## src/rtl/prog_counter_pkg.sv

```systemverilog
// Shared register map and control-field layout for the programmable counter.
// Pure declarations; no logic.
package prog_counter_pkg;

  localparam logic [1:0] ADDR_COUNT = 2'd0;
  localparam logic [1:0] ADDR_LIMIT = 2'd1;
  localparam logic [1:0] ADDR_CTRL  = 2'd2;

  localparam int CTRL_DIR     = 0;
  localparam int CTRL_SAT     = 1;
  localparam int CTRL_OVF_CLR = 2;

  typedef struct packed {
    logic sat;
    logic dir;
  } ctrl_t;

endpackage

```

## src/rtl/prog_counter_step.sv

```systemverilog
// Combinational next-count and boundary detection for one enabled step.
// Zero latency; no flow control.
module prog_counter_step #(
  parameter int WIDTH = 8
) (
  input  logic [WIDTH-1:0] data,
  input  logic [WIDTH-1:0] limit,
  input  logic             dir,
  input  logic             sat,
  output logic [WIDTH-1:0] next,
  output logic             hit,
  output logic             wrap
);

  always_comb begin
    next = data;
    hit  = 1'b0;
    wrap = 1'b0;
    if (!dir) begin
      // Above LIMIT the count runs through natural rollover without a boundary event.
      if (data == limit) begin
        hit  = 1'b1;
        wrap = !sat;
        next = sat ? limit : '0;
      end else begin
        next = data + WIDTH'(1);
      end
    end else begin
      if (data == '0) begin
        hit  = 1'b1;
        wrap = !sat;
        next = sat ? '0 : limit;
      end else begin
        next = data - WIDTH'(1);
      end
    end
  end

endmodule

```

## src/rtl/prog_counter.sv

```systemverilog
// Loadable up/down counter with programmable limit, wrap/saturate, tc pulse, sticky ovf and cycle count.
// All outputs registered, one-cycle step latency; no backpressure, one register write per cycle.
module prog_counter
  import prog_counter_pkg::*;
#(
  parameter int               WIDTH       = 8,
  parameter logic [WIDTH-1:0] RESET_VALUE = '0
) (
  input  logic             clk,
  input  logic             reset,
  input  logic             wr,
  input  logic [1:0]       waddr,
  input  logic [WIDTH-1:0] wdata,
  input  logic             en,
  output logic [WIDTH-1:0] data,
  output logic             tc,
  output logic             ovf,
  output logic [WIDTH-1:0] cycles
);

  logic [WIDTH-1:0] limit;
  ctrl_t            ctrl;
  logic [WIDTH-1:0] step_next;
  logic             step_hit;
  logic             step_wrap;
  logic             wr_count;
  logic             wr_limit;
  logic             wr_ctrl;
  logic             do_step;

  assign wr_count = wr && (waddr == ADDR_COUNT);
  assign wr_limit = wr && (waddr == ADDR_LIMIT);
  assign wr_ctrl  = wr && (waddr == ADDR_CTRL);
  // A COUNT load suppresses the step, so neither tc nor ovf can fire on a load cycle.
  assign do_step  = en && !wr_count;

  prog_counter_step #(
    .WIDTH(WIDTH)
  ) u_step (
    .data (data),
    .limit(limit),
    .dir  (ctrl.dir),
    .sat  (ctrl.sat),
    .next (step_next),
    .hit  (step_hit),
    .wrap (step_wrap)
  );

  always_ff @(posedge clk) begin
    if (reset) begin
      data   <= RESET_VALUE;
      tc     <= 1'b0;
      ovf    <= 1'b0;
      cycles <= '0;
      limit  <= '1;
      ctrl   <= '0;
    end else begin
      cycles <= cycles + WIDTH'(1);
      tc     <= do_step && step_hit;

      if (wr_count) begin
        data <= wdata;
      end else if (en) begin
        data <= step_next;
      end

      // Set beats clear when a wrap coincides with an OVF_CLR write.
      if (do_step && step_wrap) begin
        ovf <= 1'b1;
      end else if (wr_ctrl && wdata[CTRL_OVF_CLR]) begin
        ovf <= 1'b0;
      end

      if (wr_limit) begin
        limit <= wdata;
      end
      if (wr_ctrl) begin
        ctrl.dir <= wdata[CTRL_DIR];
        ctrl.sat <= wdata[CTRL_SAT];
      end
    end
  end

endmodule

```

## config.mk

```make
export PLATFORM = sky130hd
export DESIGN_NAME = prog_counter
export DESIGN_NICKNAME = d
export VERILOG_FILES = /design/src/rtl/prog_counter_pkg.sv /design/src/rtl/prog_counter_step.sv /design/src/rtl/prog_counter.sv
export SDC_FILE = /design/constraint.sdc
export NUM_CORES = 1
export LEC_CHECK = 0
export BUFFER_PORTS_ARGS = -buffer_cell sky130_fd_sc_hd__buf_4
export CAP_MARGIN = 20
export CORE_MARGIN = 5
export CORE_UTILIZATION = 45
export DETAILED_ROUTE_END_ITERATION = 10
export PLACE_DENSITY_LB_ADDON = 0.1
export SKIP_CTS_REPAIR_TIMING = 1
export SYNTH_ARGS = -nofsm -noshare
export SYNTH_HDL_FRONTEND = slang
export SYNTH_SLANG_ARGS = --single-unit
export TNS_END_PERCENT = 1
```

## constraint.sdc

```tcl
create_clock -name clk -period 2.6 [get_ports clk]
set_input_delay 0.13 -clock clk [delete_from_list [all_inputs] [get_ports clk]]
set_output_delay 0.13 -clock clk [all_outputs]
set_load 0.05 [all_outputs]
```

==> flow_metrics.tcl, run 1 <==
set metrics [dict create \
    ys_warn_count 0 \
    p_int_uw 776 \
    leakage_nw 0.912 \
    ys_ff_latch 28 \
    final-setup-viol-count 0 \
    hpwl_um 3750 \
    grt_pass1_wl_um 8160 \
    grt-ovfl-total 0 \
    synth_cells 227 \
    drc_errors 0 \
    drt_wl_total_um 4970 \
    pwr-share-comb_pct 26.4 \
    synth.cell_area_um2 1810 \
    stdcell_count 309 \
    relSlewSlack_pct 58.2 \
    insertion_delay_ns 0.28 \
    hold_path_class "in2reg" \
    r2r-start "data[0]$_SDFFE_PP0P_" \
    cts_tree "built" \
    tightest_slew_ns 0.627 \
    final_hold_viol_count 0 \
    fill_cells 379 \
    seq_area_frac_synth_pct 30.9 \
    fp.dieW_um 73.5 \
    path_class "reg2reg" \
    grt_pass1_vias 1644 \
    required_ns 2.80 \
    start_kind "flop" \
    first_pass_iters 4 \
    drt-initial-drc-count 91 \
    h-tree-depth 1 \
    routedWlPerCell_um 16.1 \
    maxCapViolCount 0 \
    syn_nets 245 \
    vias_per_cell 5.74 \
    synth_ff_type "dfxtp_1" \
    cp_data_arrival_time_ns 2.42 \
    startpoint "data[0]$_SDFFE_PP0P_" \
    syn_to_final_growth_pct 21.0 \
    tns_ns 0 \
    power_mw 1.12 \
    clockBufferDepth 2 \
    crit_fanout 11 \
    antenna_found_initial 0 \
    postSynthAreaPerCell_um2 7.98 \
    p_sw_uw 345 \
    ctsRootBufferMaster "clkbuf_8" \
    clkTransAtPathRegs_ns 0.10 \
    gp_congestion 0.850 \
    fin_crit_ns 2.21 \
    nets 278 \
    switching_share_pct 30.8 \
    rsz0062_at_grt "no" \
    peakVddDrop_mv 0.338 \
    finalClockSkew_ns 0.00389 \
    hold_start "wdata[4]" \
    synth_edf_count 0 \
    status "finished, final reports clean" \
    cts_buffers 3 \
    io_buffer_count 31 \
    synthArstFlopShare_pct 0 \
    num_antenna_cells 0 \
    drive_above_1_share_pct 21.6 \
    fin_crit_sh_pct 85.2 \
    grt_max_degree 17 \
    p_seq_share_pct 42.6 \
    slowest_delay_ns 0.58 \
    slew_violations 0 \
    die_h_um 73.5 \
    top_level_ports 32 \
    coreArea_um2 3940 \
    clock.fmax_ghz 0.452 \
    worstPathCellList "xor2_1, or4_4, nor4_4, a21oi_1, a221oi_2" \
    die-area_um2 5390 \
    p_clk_share_pct 31.0 \
    endpoint_kind "flop" \
    grt.total_usage_pct 19.4 \
    ant_nets 0 \
    powerDensity_nw_per_um2 511 \
    num_rows 23 \
    cts_sinks 28 \
    slowest_stage "or4_4" \
    place_inst 305 \
    synthDistinctLibCells 51 \
    num_vias 1773 \
    start_util_pct 46.0 \
]
Yosys cell counts, drive strengths merged (2+ instances only):
library cell,instances,area (um2)
nand2,34,128
dfxtp,28,561
nor2,18,67.6
nand3,16,80.1
xor2,13,121
o21ai,10,50.1
clkbuf,9,33.8
a21oi,6,30.0
a221oi,6,65.1
and3,6,37.5
buf,6,42.5
inv,5,18.8
nand2b,5,31.3
nor4,5,46.3
or4,5,45.0
xnor2,5,43.8
ha,4,50.1
nand3b,4,30.0
o211ai,4,30.0
nand4,3,18.8
nor3b,3,22.5
or3,3,18.8
a31oi,2,12.5
mux2i,2,20.0
nor2b,2,12.5
o221ai,2,17.5
o31ai,2,15.0
power by group through the flow:
stage	Sequential [mW]	Combinational, mW	Clock (mW)
after floorplan	0.523	0.163	0
after global placement	0.487	0.294	0
after CTS	0.477	0.296	0.351
after detailed placement	0.487	0.294	0
after global routing	0.481	0.326	0.372
final	0.477	0.296	0.347
worst paths after layout:
check                          end  slack (ns)  depth (start not counted)
max reg2reg   data[6]$_SDFFE_PP0P_        0.39                          5
min          limit[4]$_SDFFE_PP1P_        0.07                          3
min reg2reg   cycles[0]$_SDFF_PP0_        0.49                          1
max           data[6]$_SDFFE_PP0P_        0.39                          5
placed cells by master (no fill, tap or decap), types with 5 or more instances in the layout:
cell type,n
buf_4,43
nand2_1,34
dfxtp_1,28
nor2_1,18
nand3_1,16
xor2_1,12
o21ai_0,10
a21oi_1,6
and3_1,6
inv_1,5
nand2b_1,5
xnor2_1,5
metal layers:
metal  GRT usage (%)  share of wire (%)  wire length [um]
met1            28.2                 48              2410
met2            29.3                 44              2170
met3            2.87                6.6               330
met4            5.84                1.3                63
met5               0                  0                 0
final cells by class:
cell class | instances | area [um2] | share of cell area (%)
clock inverters | 1 | 30.0 | 1.37
multi-input cells | 179 | 1160 | 52.7
clock buffers | 3 | 41.3 | 1.88
inverters | 5 | 18.8 | 0.856
repair buffers | 43 | 323 | 14.7
well taps | 50 | 62.6 | 2.85
flip-flops and latches | 28 | 561 | 25.6
cell families (layout without fill, tap and decap cells):
kind of cell             count (synthesis)  count (layout)  synth area share [%]
XOR/XNOR                                18              18                  9.12
AO/OA/AOI/OAI                           43              43                  17.4
AND/OR/NAND/NOR                        111             111                  32.8
multiplexers                             3               3                  1.73
buffers and inverters                   20              52                  5.25
adder cells (fa/ha/maj)                  4               4                  2.76
flip-flops                              28              28                  30.9
worst max-delay path, delay by kind of cell (launching register included):
kind             cells  cell delay (ns)
XOR/XNOR             1             0.14
AND/OR/NAND/NOR      2             1.01
AO/OA/AOI/OAI        2             0.43
flip-flops           1             0.55
registers in the layout, indices dropped and copies added, names as in the netlist:
signal,cells
ctrl,2
cycles,8
data,8
limit,8
ovf,1
tc,1
through the flow:
step                hold slack (ns)  cell area (um2)  setup WS (ns)  util, %
detailed placement            0.357             2120          0.481     53.8
global route                 0.0730             2190          0.264     55.6
CTS                          0.0688             2190          0.422     55.6
floorplan                     0.196             1810          0.355        -
finish                       0.0682             2190          0.386     55.6
global placement              0.353             2120          0.497     53.8
Note: power is estimated with default switching activity, not from simulation.
==> run 2: changes to the inputs <==
Settings changed: CTS_BUF_LIST set to sky130_fd_sc_hd__clkbuf_8, PLACE_DENSITY_LB_ADDON 0.1 to 0.15.
==> run 2 against run 1 <==
Die area did not move. Design area shrank 2.5%. Wire length is 2.8% lower. Global-route usage up 0.20 points. Non-clock buffer count is 5 lower. Worst hold slack gained 0.00071 ns. Sequential share of layout area grew 0.64 points. Highest routed layer unchanged.
==> flow_metrics.tcl, run 2 (same netlist as run 1, synthesis figures left out) <==
set metrics [dict create \
    required_ns 2.79 \
    layout_common_cells "38 x buf_4, 34 x nand2_1, 28 x dfxtp_1, 18 x nor2_1, 16 x nand3_1" \
    slowest_stage "or4_4" \
    stdcell_count 304 \
    clockBufferDepth 2 \
    peakVddDrop_mv 0.281 \
    path_class "reg2reg" \
    insertion_delay_ns 0.27 \
    largestRegisters "cycles: 8 flops, data: 8 flops, limit: 8 flops" \
    drive_above_1_share_pct 20.1 \
    tightest_slew_ns 0.627 \
    hold-path-endpoint "limit[5]$_SDFFE_PP1P_" \
    tns_ns 0 \
    rsz0062_at_grt "no" \
    fin_crit_sh_pct 84.3 \
    grt-ovfl-total 0 \
    cp_data_arrival_time_ns 2.39 \
    cp.depth 5 \
    place_inst 300 \
    clock.fmax_ghz 0.456 \
    wl_met1_um 2400 \
    num_vias 1757 \
    grt_pass1_wl_um 8360 \
    grt_max_degree 18 \
    nets 273 \
    num_antenna_cells 0 \
    status "finished, final reports clean" \
    coreArea_um2 3940 \
    first_pass_iters 4 \
    ff2ff_path_depth 5 \
    worstPathCellList "xor2_1, or4_4, nor4_4, a221oi_1, a221oi_2" \
    vias_per_cell 5.78 \
    start_util_pct 46.0 \
    h-tree-depth 1 \
    r2r-end "data[0]$_SDFFE_PP0P_" \
    final-setup-viol-count 0 \
    reg2reg_slack_ns 0.41 \
    relSlewSlack_pct 58.2 \
    endpoint_kind "flop" \
    cts_buffers 3 \
    syn_to_final_growth_pct 18.0 \
    hold_depth 3 \
    final_util_pct 54.2 \
    route.top_layer_used "met4" \
    gp_congestion 0.906 \
    num_rows 23 \
    crit_fanout 11 \
    final_common_cell "buf_4" \
    ant_nets 0 \
    hpwl_um 3650 \
    cp.buffers_inverters 0 \
    top_level_ports 32 \
    startpoint "data[0]$_SDFFE_PP0P_" \
    drc_errors 0 \
    grt.total_usage_pct 19.6 \
    ctsRootBufferMaster "clkbuf_8" \
    die_h_um 73.5 \
    drt-initial-drc-count 132 \
    drt_wl_total_um 4830 \
    grt_pass1_vias 1690 \
    finalClockSkew_ns 0.00256 \
    wl_met2_um 2070 \
    hold_path_class "in2reg" \
    clkTransAtPathRegs_ns 0.09 \
    die-area_um2 5390 \
    start_kind "flop" \
    cts_tree "built" \
    io_buffer_count 31 \
    antenna_found_initial 0 \
    met3_length_um 291 \
    powerDensity_nw_per_um2 484 \
    hold_start "wdata[5]" \
    final_hold_viol_count 0 \
    fin_crit_ns 2.19 \
    r2r-start "data[0]$_SDFFE_PP0P_" \
    leakage_nw 0.879 \
    maxCapViolCount 0 \
    fp.dieW_um 73.5 \
    slew_violations 0 \
    path_delay_family "simple AND/OR/NAND/NOR gates" \
    cts_sinks 28 \
    routedWlPerCell_um 15.9 \
    slowest_delay_ns 0.59 \
]
==> run 2: per-layer routing <==
layer  global-route usage [%]  up-vias
li1                         -      878
met1                     29.1      812
met2                     28.0       61
met3                     2.74        6
met4                     8.05        0
met5                        0        -
==> run 2: layout make-up <==
class,instances,area (um2)
clock buffers,4,55.1
fillers,398,1800
inverters,5,18.8
multi-input cells,179,1160
flip-flops and latches,28,561
well taps,50,62.6
repair buffers,38,285
==> run 2: where the power goes <==
part	switching, mW	internal, mW
logic	0.168	0.114
clock network	0.132	0.136
registers	0.0349	0.450
==> run 2: metrics by stage <==
stage               total power, mW  cell area, um2  worst slack (ns)  hold WS (ns)
floorplan                     0.687            1810             0.355         0.196
global placement              0.775            2080             0.490         0.354
detailed placement            0.774            2080             0.450         0.355
CTS                            1.05            2140             0.427        0.0635
global route                   1.10            2140             0.235        0.0717
finish                         1.03            2140             0.408        0.0689
==> run 2: how the worst max path moves through the flow <==
stage	to	slack, ns
floorplan	data[0]$_SDFFE_PP0P_	0.35
global placement	data[0]$_SDFFE_PP0P_	0.49
detailed placement	data[0]$_SDFFE_PP0P_	0.45
CTS	data[0]$_SDFFE_PP0P_	0.43
global route	data[6]$_SDFFE_PP0P_	0.23
finish	data[0]$_SDFFE_PP0P_	0.41
==> run 2: worst min-delay path: cells and delay by family <==
kind | cells | cell delay [ns]
simple gates | 2 | 0.10
buf+inv | 1 | 0.08
==> run 3: changes to the inputs <==
Clock period 2.6 ns to 2 ns, I/O delays scaled along.
==> run 3 against run 2 <==
First-iteration DRC count is 27% higher. Maximum frequency is 11% higher. Count of clock-buffer cells in the layout stayed put. Clock power is 33% higher. Highest routed layer unchanged. Sequential share of layout area is 0.77 points lower. Setup slack worse by 0.38 ns. Global-route usage is 0.50 points higher.
==> flow_metrics.tcl, run 3 (same netlist as run 1, synthesis figures left out) <==
set metrics [dict create \
    grt-ovfl-total 0 \
    antenna_found_initial 0 \
    h-tree-depth 1 \
    clockBufferDepth 2 \
    slew_violations 0 \
    pwr-share-comb_pct 29.9 \
    stdcell_count 319 \
    num_antenna_cells 0 \
    ant_nets 0 \
    peakVddDrop_mv 0.679 \
    hold_path_class "in2reg" \
    status "finished, final reports clean" \
    ctsRootBufferMaster "clkbuf_8" \
    dpl_cell_area_um2 2200 \
    clkTransAtPathRegs_ns 0.10 \
    powerDensity_nw_per_um2 603 \
    fin_crit_ns 1.97 \
    rsz0062_at_grt "yes" \
    gp_congestion 0.927 \
    p_seq_share_pct 44.6 \
    finalClockSkew_ns 0.00157 \
    relSlewSlack_pct 62.1 \
    drive_above_1_share_pct 29.4 \
    clock.fmax_ghz 0.508 \
    num_vias 1827 \
    cts_tree "built" \
    insertion_delay_ns 0.27 \
    largestRegisters "cycles: 8 flops, data: 8 flops, limit: 8 flops" \
    grt_pass1_vias 1669 \
    grt.total_usage_pct 20.1 \
    vias_per_cell 5.73 \
    crit_fanout 9 \
    top_level_ports 32 \
    cts_sinks 28 \
    dp_slack_ns 0.00177 \
    fin_crit_sh_pct 98.5 \
    drc_errors 0 \
    maxCapViolCount 0 \
    io_buffer_count 31 \
    hpwl_um 3850 \
    grt_pass1_wl_um 8630 \
    drt_wl_total_um 5120 \
    first_pass_iters 4 \
    power_mw 1.39 \
    coreArea_um2 3940 \
    layout_common_cells "53 x buf_4, 34 x nand2_1, 20 x dfxtp_1, 18 x nor2_1, 16 x nand3_1" \
    cp_data_arrival_time_ns 2.16 \
    nets 288 \
    final-setup-viol-count 0 \
    grt_max_degree 17 \
    final_hold_viol_count 0 \
    die_h_um 73.5 \
    start_kind "flop" \
    die-area_um2 5390 \
    fill_cells 357 \
    finalWorstSetupSlack_ns 0.0296 \
    syn_to_final_growth_pct 27.0 \
    tightest_slew_ns 0.566 \
    start_util_pct 46.0 \
    path_class "reg2reg" \
    routedWlPerCell_um 16.0 \
    place_inst 312 \
    leakage_nw 0.959 \
    cts_buffers 3 \
    final_common_cell "buf_4" \
    drt-initial-drc-count 168 \
    fin_area_um2 2300 \
    p_int_uw 934 \
    p_clk_share_pct 25.6 \
    fp.dieW_um 73.5 \
    switching_share_pct 32.8 \
    endpoint_kind "flop" \
    required_ns 2.19 \
    num_rows 23 \
    p_sw_uw 455 \
]
## run 3: cell types whose count changed in the layout (fill, tap and decap cells not counted)
| cell | delta |
|---|---|
| buf_4 | +15 |
| dfxtp_1 | -8 |
| dfxtp_4 | +6 |
| dfxtp_2 | +2 |
| o31ai_1 | -2 |
| o31ai_2 | +2 |
| a221oi_1 | -1 |
| a221oi_2 | +1 |
| ha_1 | -1 |
| ha_2 | +1 |
| o221ai_1 | -1 |
| o221ai_2 | +1 |
## run 3: power groups by stage
stage               registers (mW)  clock network [mW]  logic [mW]
CTS                          0.619               0.353       0.401
global placement             0.631                   0       0.402
global route                 0.625               0.380       0.452
floorplan                    0.681                   0       0.217
finish                       0.619               0.355       0.415
detailed placement           0.632                   0       0.399
## run 3: cell type report
type	count	area, um2	share of cell area, %
sequential	28	586	25.4
clock buffer	4	55.1	2.39
inverter	5	18.8	0.816
multi-input combinational	179	1180	51.3
tap	50	62.6	2.72
timing repair buffer	53	398	17.3
## run 3: stage by stage
step                      hold slack [ns]  util [%]  TNS [ns]
final                              0.0406      58.4         0
after global routing               0.0485      58.4    -0.156
after CTS                          0.0418      57.3   -0.0361
after detailed placement            0.326      55.9         0
after global placement              0.319      55.9         0
after floorplan                     0.157         -         0
## run 3: critical path, stage by stage (launching register included)
cell      delay [ns]
dfxtp_4         0.39
xor2_2          0.15
or4_4           0.59
nor4_4          0.23
buf_4           0.19
a21oi_1         0.09
a221oi_2        0.24
## run 3: final timing paths
kind	from	to	slack [ns]	cells past startpoint
setup / recovery	data[1]$_SDFFE_PP0P_	data[6]$_SDFFE_PP0P_	0.03	6
hold / removal	wdata[4]	limit[4]$_SDFFE_PP1P_	0.04	3
setup reg to reg	data[1]$_SDFFE_PP0P_	data[6]$_SDFFE_PP0P_	0.03	6
hold reg to reg	cycles[0]$_SDFF_PP0_	cycles[0]$_SDFF_PP0_	0.47	1
## run 3: metal layers
layer  vias to the layer above  wire, um  GRT usage, %
met5                         -         0             0
met4                         0        69          5.03
met3                         9       298          3.15
met2                        50      2270          27.9
met1                       859      2480          31.6
li1                        909         -             -
